`config.mk`:
```
export PLATFORM = sky130hd
export DESIGN_NAME = hdlc_rx_bank_ctrl
export DESIGN_NICKNAME = d
export VERILOG_FILES = /design/src/rtl/hdlc_rx_bank_ctrl.sv
export SDC_FILE = /design/constraint.sdc
export NUM_CORES = 1
export LEC_CHECK = 0
export CAP_MARGIN = 5
export CORE_ASPECT_RATIO = 1.1
export CORE_MARGIN = 3
export CORE_UTILIZATION = 50
export CTS_CLUSTER_SIZE = 28
export DETAILED_ROUTE_END_ITERATION = 10
export PLACE_DENSITY_LB_ADDON = 0.1
export SYNTH_ARGS = -nofsm -noshare
export SYNTH_HDL_FRONTEND = slang
export SYNTH_SLANG_ARGS = --single-unit
export TNS_END_PERCENT = 30
```
`constraint.sdc`:
```
create_clock -name clk_100m -period 2.4 [get_ports clk_100m]
set_input_delay 0.48 -clock clk_100m [delete_from_list [all_inputs] [get_ports clk_100m]]
set_output_delay 0.48 -clock clk_100m [all_outputs]
set_load 0.1 [all_outputs]
```
`src/rtl/hdlc_rx_bank_ctrl.sv`:
```
// hdlc_rx_bank_ctrl: ping-pong bank steering, DSP status/ACK registers and receive interrupt
// for the HDLC receive RAM.
module hdlc_rx_bank_ctrl #(
    parameter logic [23:0] ACK_ADDR  = 24'h000100,
    parameter logic [23:0] STAT_ADDR = 24'h000101,
    parameter int          IRQ_PULSE = 100
) (
    input  logic        clk_100m,
    input  logic        rst_n,
    input  logic        rx_eof_async,
    input  logic [8:0]  rx_len_in,
    output logic        rx_bank,
    output logic        rx_enable,
    input  logic        emif_wen,
    input  logic        emif_ren,
    input  logic [23:0] emif_addr,
    input  logic [15:0] emif_wdata,
    output logic        stat_sel,
    output logic [15:0] stat_rdata,
    output logic        irq,
    output logic [7:0]  ovf_cnt
);
    localparam int CW = $clog2(IRQ_PULSE + 1);

    typedef enum logic {RUN, STALL} state_t;
    state_t state, state_n;

    logic eof_m, eof_q, eof_d, eof_p, eof_d1, eof_s;
    logic [8:0] len_m, len_q, len0, len1, len0_n, len1_n;
    logic wr_bank, rd_bank, wr_n, rd_n;
    logic [1:0] full, full_n;
    logic [7:0] ovf_n;
    logic ack, ack_ok, clr, irq_ev, pend, gap;
    logic [CW-1:0] irq_cnt;
    logic unused_wdata;

    assign unused_wdata = ^emif_wdata[15:2];
    assign eof_p  = eof_q & ~eof_d;
    assign ack    = emif_wen && emif_addr == ACK_ADDR && emif_wdata[0];
    assign clr    = emif_wen && emif_addr == ACK_ADDR && emif_wdata[1];
    assign ack_ok = ack && full[rd_bank];

    always_ff @(posedge clk_100m or negedge rst_n) begin
        if (!rst_n) begin
            eof_m  <= 1'b0;
            eof_q  <= 1'b0;
            eof_d  <= 1'b0;
            eof_d1 <= 1'b0;
            eof_s  <= 1'b0;
            len_m  <= '0;
            len_q  <= '0;
        end else begin
            eof_m  <= rx_eof_async;
            eof_q  <= eof_m;
            eof_d  <= eof_q;
            eof_d1 <= eof_p;
            eof_s  <= eof_d1;
            len_m  <= rx_len_in;
            len_q  <= len_m;
        end
    end

    // The ACK is resolved first so a same-cycle eof sees the bank it frees.
    always_comb begin
        state_n = state;
        full_n  = full;
        rd_n    = rd_bank;
        wr_n    = wr_bank;
        len0_n  = len0;
        len1_n  = len1;
        ovf_n   = clr ? 8'd0 : ovf_cnt;
        if (ack_ok) begin
            full_n[rd_bank] = 1'b0;
            rd_n = ~rd_bank;
            if (state == STALL) begin
                state_n = RUN;
                wr_n    = rd_bank;
            end
        end
        if (eof_s) begin
            if (state_n == STALL) begin
                ovf_n = (ovf_n == 8'hFF) ? ovf_n : ovf_n + 8'd1;
            end else begin
                if (wr_n) len1_n = len_q;
                else      len0_n = len_q;
                full_n[wr_n] = 1'b1;
                if (full_n[~wr_n]) state_n = STALL;
                else               wr_n = ~wr_n;
            end
        end
        irq_ev = (|(full_n & ~full)) || (ack_ok && full[~rd_bank]);
    end

    always_ff @(posedge clk_100m or negedge rst_n) begin
        if (!rst_n) begin
            state     <= RUN;
            full      <= 2'b00;
            wr_bank   <= 1'b0;
            rd_bank   <= 1'b0;
            len0      <= '0;
            len1      <= '0;
            ovf_cnt   <= '0;
            rx_bank   <= 1'b0;
            rx_enable <= 1'b1;
        end else begin
            state     <= state_n;
            full      <= full_n;
            wr_bank   <= wr_n;
            rd_bank   <= rd_n;
            len0      <= len0_n;
            len1      <= len1_n;
            ovf_cnt   <= ovf_n;
            rx_bank   <= wr_n;
            rx_enable <= state_n == RUN;
        end
    end

    always_ff @(posedge clk_100m or negedge rst_n) begin
        if (!rst_n) begin
            stat_sel   <= 1'b0;
            stat_rdata <= '0;
        end else begin
            stat_sel <= emif_ren && emif_addr == STAT_ADDR;
            if (emif_ren && emif_addr == STAT_ADDR)
                stat_rdata <= {full[rd_bank], rd_bank, state == STALL, full[~rd_bank], 3'b000,
                               rd_bank ? len1 : len0};
        end
    end

    // Events during a pulse are remembered; gap forces one low cycle before the re-fire.
    always_ff @(posedge clk_100m or negedge rst_n) begin
        if (!rst_n) begin
            irq     <= 1'b0;
            irq_cnt <= '0;
            pend    <= 1'b0;
            gap     <= 1'b0;
        end else if (gap) begin
            gap     <= 1'b0;
            irq     <= 1'b1;
            irq_cnt <= CW'(IRQ_PULSE);
            pend    <= irq_ev;
        end else if (irq) begin
            irq_cnt <= irq_cnt - CW'(1);
            pend    <= pend | irq_ev;
            if (irq_cnt == CW'(1)) begin
                irq  <= 1'b0;
                gap  <= pend | irq_ev;
                pend <= 1'b0;
            end
        end else if (irq_ev) begin
            irq     <= 1'b1;
            irq_cnt <= CW'(IRQ_PULSE);
        end
    end
endmodule

```
==> impl_metrics.ini, run 1 <==
[placed_design]
place_ws_ns = -0.448
dp_hpwl_um = 5080
port_buffers = 64
place.gp.congestion = 0.806

[clock_network]
clock_latency_ns = 0.35
clkTransAtPathRegs_ns = 0.09
cts_made_buffers = 9
clock_path_buffers = 2
cts_root_buffer = clkbuf_8
tritoncts = yes
cts.htree.levels = 3
clock_sinks = 79

[logic_synthesis]
yosysMostFrequentCell = dfrtp_1
synth_cells = 273
seq_area_frac_synth_pct = 57.1
synthArstFlopShare_pct = 100
yosysWarnings = 0
ys.flop_type = dfrtp_1
synth.distinct_cells = 60
yosysTopAreaCellShare_pct = 56.3
syn_area_um2 = 3470
yosysTopAreaCell = dfrtp_1
syn_avg_cell_area_um2 = 12.7
synth_edf_count = 0
ys_top_cells_by_area = dfrtp_1 56%, mux2_2 4.2%, mux2_4 3.9%, mux2i_1 3.5%, nor2_1 2.6%
ys_top_cells_by_count = 78 x dfrtp_1, 24 x nor2_1, 15 x a21oi_1, 15 x nand2_1, 13 x mux2_2
ys_ff_latch = 79

[pwr]
power_per_cell_area_nw_per_um2 = 934
internal_power_mw = 2.75
comb_power_share_pct = 32.4
seqPwrFrac_pct = 43.4
leakage_nw = 2.20
clockPowerShare_pct = 24.2
vdd_drop_max_mv = 0.717
p_sw_share_pct = 36.1
p_sw_mw = 1.56
power_mw = 4.31

[timing]
fmax_mhz = 437
setup_violations = 0
fin_crit_sh_pct = 95.5
setup-tns-final_ns = 0
period_minus_slack_ns = 2.29
final_max_slew_viol_count = 0
skew_ns = 0.00751
finalHoldViolations = 0
hold_ws_ns = 0.0501
rsz0062_at_grt = false
setup_ws_ns = 0.109

[cells_and_area]
diodes = 0
utilization_pct = 69.1
drive_above_1_share_pct = 32.4
num-fill-cells = 516
areaGrowthSynthToFinish_pct = 33.0
fin_nets = 426

[critical_path]
cp.depth = 13
startpoint = emif_addr[14]
criticalPathCategory = primary input to register
r2r_start = rd_bank$_DFFE_PN0N_
cp_max_fo = 3
startpoint_type = primary input
critPathTopFamily = simple AND/OR/NAND/NOR gates
cp-end-kind = register
critPathSlowestCell = clkdlybuf4s50_1
max_stage_delay_ns = 0.42
worstPathRequired_ns = 2.64
cp_cell_sequence = clkdlybuf4s50_1, nor3_2, nand4_4, nor2_4, nand3_2, and2_4, ha_4, and3_4, nand4_1, nor2_2, nor3b_2, xnor2_1, nor2_1
cp_num_buf_inv = 1
arrival_ns = 2.53
rr_worst_depth = 8

[floorplanning]
dieHeight_um = 93.3
core_area_um2 = 6670
die_area_um2 = 7970
initial_core_util_pct = 52.0
ioPinCount = 82
rows = 31
die_x_um = 85.4

[drt]
vias_per_cell = 5.31
num_vias = 2420
first_iter_violations = 77
firstDrtPassIters = 4
drt_wl_total_um = 7080
drc_errors = 0
ant_nets = 0
wl_per_cell_um = 15.5

[outcome]
status = complete, no violations

[global_route]
grt_pass1_vias = 2566
grt_first_pass_wirelength_um = 12000
grt_overflow = 0
antenna_found_initial = 0
grt_max_degree = 51
grt_use_total_pct = 19.3

[run]
maxCapViolCount = 0

[worst_hold_path]
hold_class = primary input to asynchronous set/reset pin
## logic make-up after synthesis
logic type               Yosys count  synth area share (%)
AND/OR/NAND/NOR                   85                  15.8
flip-flops                        79                  57.1
AO/OA/AOI/OAI                     49                  10.2
multiplexers                      34                  11.6
buffers and inverters             16                  2.63
XOR/XNOR                           6                  1.52
adder cells (fa/ha/maj)            3                  1.08
other                              1                 0.108
## area by class of cell
type                            instances  area [µm²]  area share [%]
Inverter                                6        22.5           0.488
Timing Repair Buffer                   93         835            18.1
Clock inverter                          6        75.1            1.63
Multi-Input combinational cell        180        1460            31.7
Tap cell                               82         103            2.23
Sequential cell                        79        1980            42.9
Clock buffer                           10         138            2.99
## power by group through the flow
stage | combinational, mW | clock [mW] | sequential, mW
2_1_floorplan | 0.693 | 0 | 2.20
3_3_place_gp | 1.37 | 0 | 1.87
3_5_place_dp | 1.41 | 0 | 1.89
4_1_cts | 1.41 | 1.08 | 1.87
5_1_grt | 1.51 | 1.13 | 1.93
6_report | 1.40 | 1.04 | 1.87
## worst register-to-register path: stages, from the launching register on
cell and delay (ns):
dfrtp_1 0.45, mux2i_1 0.27, nand4b_4 0.19, buf_4 0.14, o21ai_2 0.05, buf_4 0.14
nor2_1 0.24, o21ai_0 0.20, a22o_1 0.27
## layout by cell type, fill, tap and decap left out, types with 10 or more instances in the layout
cell,n
a21oi_1,14
buf_4,54
clkbuf_8,10
clkdlybuf4s50_1,16
dfrtp_1,78
dlymetal6s2s_1,15
mux2_2,13
mux2i_1,12
nand2_1,14
nor2_1,21
## registers in the layout, summed over array words and instances, names as in the netlist, 2 cells and up
register and count:
stat_rdata 13, len0 9, len1 9, len_m 9, len_q 9, ovf_cnt 8
irq_cnt 7, full 2
## final timing paths
path	endpoint	slack, ns
min	ovf_cnt[6]$_DFF_PN0_	0.05
min in group clk_100m	len_q[2]$_DFF_PN0_	0.35
max	ovf_cnt[3]$_DFF_PN0_	0.11
max in group asynchronous	len1[2]$_DFFE_PN0P_	1.77
max reg2reg	ovf_cnt[1]$_DFF_PN0_	0.35
min reg2reg	len_q[2]$_DFF_PN0_	0.35
## metal layers
metal  vias to the layer above  track usage, %  wire length (µm)
met4                         0            5.94                77
met3                         7            4.76               284
met5                         -               0                 0
met2                        46            33.0              3650
met1                      1197            24.1              3070
li1                       1170               -                 -
## through the flow
stage / instances / instance area (µm²)
2_1_floorplan: 275 / 3520
3_3_place_gp: 438 / 4350
3_5_place_dp: 438 / 4350
4_1_cts: 456 / 4570
5_1_grt: 456 / 4610
6_report: 456 / 4610
## repair_timing
item                       in CTS  in global routing
hold buffers                    0                  0
pin swaps                       9                 16
resized for setup               8                 18
setup endpoints to repair       4                  6
setup buffers                   2                  0
Note: power is estimated with default switching activity, not from simulation.
==> inputs of run 2 (changes only) <==
Settings changed: CELL_PAD_IN_SITES_DETAIL_PLACEMENT set to 1, CELL_PAD_IN_SITES_GLOBAL_PLACEMENT set to 1, CORE_UTILIZATION 50 to 39.
==> run 2 against run 1 <==
Net effect:
- sequential share of layout area down 0.74 points
- largest power group unchanged
- highest routed layer unchanged
- clock skew grew 0.0088 ns
- cell count is 7.5% higher
- combinational power is essentially flat
- critical endpoint is now ovf_cnt[1]$_DFF_PN0_
- die area is 26% higher
- routed wire length grew 11%
==> impl_metrics.ini, run 2 (same netlist as run 1, synthesis figures left out) <==
[pwr]
power_mw = 4.39
leakage_nw = 2.17
power_per_cell_area_nw_per_um2 = 936
vdd_drop_max_mv = 0.406

[clock_network]
clock_sinks = 79
clkTransAtPathRegs_ns = 0.09
clock_latency_ns = 0.35
cts_made_buffers = 9
cts.htree.levels = 3
tritoncts = yes
clock_path_buffers = 2
cts_root_buffer = clkbuf_8

[drt]
num_vias = 2473
firstDrtPassIters = 4
vias_per_cell = 5.05
drc_errors = 0
drt_wl_total_um = 7850
first_iter_violations = 36
wl_per_cell_um = 16.0
ant_nets = 0

[cells_and_area]
final_cell_mix = 78 x dfrtp_1, 58 x buf_4, 21 x nor2_1, 17 x clkdlybuf4s50_1
areaGrowthSynthToFinish_pct = 35.4
largest_register_ffs = 13
fin_nets = 432
final_common_cell = dfrtp_1
design_area_um2 = 4690
utilization_pct = 55.2
top_register = stat_rdata
diodes = 0
drive_above_1_share_pct = 33.8

[timing]
fmax_mhz = 428
worst_slew_pin_slew_ns = 0.625
relSlewSlack_pct = 58.4
setup_violations = 0
setup-tns-final_ns = 0
fin_crit_sh_pct = 97.3
skew_ns = 0.0163
finalHoldViolations = 0
final_max_slew_viol_count = 0
period_minus_slack_ns = 2.33
hold_ws_ns = 0.137

[critical_path]
r2r_start = full[1]$_DFF_PN0_
worstPathRequired_ns = 2.63
cp-end-kind = register
rr_worst_depth = 8
cp_max_fo = 3
criticalPathCategory = primary input to register
arrival_ns = 2.57
r2r_slack_ns = 0.28
startpoint_type = primary input
rr_endpoint = ovf_cnt[1]$_DFF_PN0_

[placed_design]
dp_hpwl_um = 5780
port_buffers = 64
place.gp.congestion = 0.753
dpl_cell_area_um2 = 4400

[global_route]
antenna_found_initial = 0
grt_overflow = 0
grt_use_total_pct = 17.1
grt_pass1_vias = 2641
grt_max_degree = 46
grt_first_pass_wirelength_um = 13400

[floorplanning]
die_x_um = 95.9
rows = 35
die_area_um2 = 10100
dieHeight_um = 105
initial_core_util_pct = 40.8
ioPinCount = 82
core_area_um2 = 8500

[worst_hold_path]
hold_class = primary input to asynchronous set/reset pin

[outcome]
status = complete, no violations

[run]
maxCapViolCount = 0
==> run 2: cell count changes in the layout (fill, tap and decap cells not counted), sizes merged <==
cell,before,now
clkdlybuf4s15,0,1
dlygate4sd2,7,14
clkbuf,10,9
dlymetal6s2s,15,6
clkdlybuf4s50,16,17
inv,9,8
nand2b,6,7
bufinv,1,2
buf,55,60
==> run 2: routing by layer <==
metal | vias up | wire [µm] | GRT usage (%)
li1 | 1174 | - | -
met1 | 1256 | 3360 | 21.8
met2 | 37 | 4150 | 29.4
met3 | 6 | 261 | 3.17
met4 | 0 | 78 | 4.47
met5 | - | 0 | 0
==> run 2: worst max path at each step <==
stage,start,to,slack [ns],cells past startpoint
floorplan,emif_addr[2],ovf_cnt[3]$_DFF_PN0_,-0.06,12
global placement,emif_addr[2],ovf_cnt[3]$_DFF_PN0_,-0.42,13
detailed placement,emif_addr[21],ovf_cnt[0]$_DFF_PN0_,-0.53,13
CTS,emif_addr[16],ovf_cnt[1]$_DFF_PN0_,0.001,13
global route,emif_addr[10],ovf_cnt[3]$_DFF_PN0_,-0.05,13
finish,emif_addr[10],ovf_cnt[1]$_DFF_PN0_,0.07,11
==> run 2: report_power, final <==
group	total, mW	internal, mW	switching [mW]
sequential	1.87	1.62	0.250
combinational	1.42	0.618	0.805
clock	1.09	0.589	0.503
total	4.39	2.83	1.56
==> run 2: area by class of cell <==
class                      count  area, µm²
fill                         928       3800
sequential                    79       1980
multi-input combinational    181       1490
timing repair buffer          98        845
tap                          111        139
clock buffer                   9        124
clock inverter                 6       93.8
inverter                       6       22.5
==> run 2: worst max-delay path, stage by stage <==
cell and delay, ns:
clkdlybuf4s50_1 0.44, nor4_4 0.22, nand2_2 0.12, nor2_4 0.13, nand3_2 0.09, and2_4 0.17, ha_4 0.15, and3_4 0.18
nand4_1 0.14, o21ai_0 0.16, a22o_1 0.28
==> run 2: through the flow <==
step,worst slack [ns],std cells
floorplan,-0.0612,275
global route,-0.0534,490
CTS,0.00137,486
finish,0.0652,490
detailed placement,-0.529,469
global placement,-0.422,469
==> run 2: timing repair <==
action | in CTS | in global routing
gates resized for setup | 17 | 14
pin swaps | 11 | 13
cloned | 0 | 1
buffers inserted | 2 | 3
endpoints found under the setup margin | 13 | 6
hold buffers | 0 | 0
==> inputs of run 3 (changes only) <==
Settings changed: PLACE_DENSITY_LB_ADDON 0.1 to 0.25.
==> run 3 against run 2 <==
Net effect:
- clock skew down 0.0071 ns
- non-clock buffer count grew 1
- combinational power hardly changed
- routed wire length rose by 2.2%
- cell count is 0.20% higher
- sequential cell count unchanged
- register-to-register slack improved by 0.03 ns
- global-route usage grew 0.13 points
- utilization down 0.52 points
- worst hold slack got worse by 0.038 ns
- clock power shrank 15%
- critical path type unchanged
- highest routed layer unchanged
==> impl_metrics.ini, run 3 (same netlist as run 1, synthesis figures left out) <==
[floorplanning]
initial_core_util_pct = 40.8
die_area_um2 = 10100
die_x_um = 95.9
core_area_um2 = 8500
rows = 35
ioPinCount = 82
dieHeight_um = 105

[timing]
fin_crit_sh_pct = 96.5
skew_ns = 0.00918
setup_violations = 0
period_minus_slack_ns = 2.32
rsz0062_at_grt = false
worst_slew_pin_slew_ns = 0.515
relSlewSlack_pct = 65.7
fmax_mhz = 432
final_max_slew_viol_count = 0
setup_ws_ns = 0.0842
finalHoldViolations = 0

[critical_path]
startpoint = emif_addr[14]
arrival_ns = 2.53
worstPathRequired_ns = 2.61
cp-end-kind = register
criticalPathCategory = primary input to register
r2r_slack_ns = 0.31
startpoint_type = primary input
cp_max_fo = 3
r2r_start = state$_DFF_PN0_

[global_route]
antenna_found_initial = 0
grt_overflow = 0
grt_pass1_vias = 2767
grt_use_total_pct = 17.2
grt_first_pass_wirelength_um = 13400
grt_max_degree = 43

[placed_design]
dp_hpwl_um = 5960
dp.cells = 468
place.gp.congestion = 0.815
place_ws_ns = -0.528
port_buffers = 64
dpl_cell_area_um2 = 4390

[cells_and_area]
areaGrowthSynthToFinish_pct = 34.1
top_register = stat_rdata
final_common_cell = dfrtp_1
largest_register_ffs = 13
instances_no_fill = 491
drive_above_1_share_pct = 33.7
fin_nets = 432
design_area_um2 = 4650
diodes = 0
final_cell_mix = 78 x dfrtp_1, 60 x buf_4, 21 x nor2_1, 17 x clkdlybuf4s50_1

[pwr]
p_sw_share_pct = 37.8
clockPowerShare_pct = 21.8
vdd_drop_max_mv = 0.377
leakage_nw = 2.15
comb_power_share_pct = 33.8
power_per_cell_area_nw_per_um2 = 912
p_sw_mw = 1.60
internal_power_mw = 2.63
seqPwrFrac_pct = 44.4

[clock_network]
postCtsHoldBufs = 0
cts.htree.levels = 3
cts_root_buffer = clkbuf_8
clock_path_buffers = 2
clkTransAtPathRegs_ns = 0.09
tritoncts = yes
cts_made_buffers = 9
clock_latency_ns = 0.35
clock_sinks = 79

[drt]
wl_met3_um = 282
top_layer = met4
num_vias = 2513
ant_nets = 0
drc_errors = 0
drt_wl_total_um = 8020
first_iter_violations = 60
wl_met1_um = 3290
wl_per_cell_um = 16.3
firstDrtPassIters = 5
vias_per_cell = 5.12
met2WireLength_um = 4280

[worst_hold_path]
hold_class = primary input to asynchronous set/reset pin

[run]
maxCapViolCount = 0

[outcome]
status = complete, no violations
## run 3: per-stage QoR
stage	hold WS, ns	TNS, ns	util [%]	total power [mW]
final	0.0991	0	54.7	4.24
after global routing	0.124	0	54.7	4.50
after CTS	0.104	0	54.0	4.27
after detailed placement	0.337	-11.48	51.7	3.34
after global placement	0.332	-9.64	51.7	3.26
after floorplan	0.184	-0.0612	-	2.89
## run 3: routing by layer
metal,vias up,GRT usage (%)
met1,1282,20.8
met3,11,3.02
met4,0,6.61
met2,47,29.9
li1,1173,-
met5,-,0
## run 3: final cells by class
| type | count | area, µm² |
|---|---|---|
| inverters | 6 | 22.5 |
| clock buffers | 10 | 128 |
| multi-input cells | 180 | 1480 |
| well taps | 111 | 139 |
| fillers | 892 | 3850 |
| clock inverters | 6 | 52.6 |
| flip-flops and latches | 79 | 1980 |
| repair buffers | 99 | 852 |
## run 3: final timing paths
kind                                     endpoint  cells past startpoint
setup / recovery             ovf_cnt[2]$_DFF_PN0_                     13
hold / removal               ovf_cnt[5]$_DFF_PN0_                      1
setup reg to reg           irq_cnt[6]$_DFFE_PN0P_                      7
hold reg to reg                len_q[1]$_DFF_PN0_                      0
max in group asynchronous     len1[1]$_DFFE_PN0P_                      2
min in group clk_100m          len_q[1]$_DFF_PN0_                      0
## run 3: critical path, stage by stage
cell             delay, ns
clkdlybuf4s50_1       0.41
nor3_2                0.20
nand4_4               0.14
nor2_4                0.12
nand3_2               0.10
and2_4                0.17
ha_4                  0.16
and3_4                0.17
nand4_1               0.14
nor2_2                0.06
buf_4                 0.16
nor2_4                0.09
a41oi_2               0.12
## run 3: what timing repair did
item | CTS | global route
endpoints found under the setup margin | 15 | 13
setup buffers | 4 | 3
gates resized for setup | 16 | 14
hold endpoints to repair | 0 | 0
pin swaps | 9 | 15
## run 3: power groups by stage
stage / clock network (mW) / registers (mW) / logic, mW
2_1_floorplan: 0 / 2.20 / 0.693
6_report: 0.923 / 1.88 / 1.43
4_1_cts: 0.955 / 1.88 / 1.44
5_1_grt: 1.02 / 1.93 / 1.55
3_3_place_gp: 0 / 1.87 / 1.39
3_5_place_dp: 0 / 1.90 / 1.44
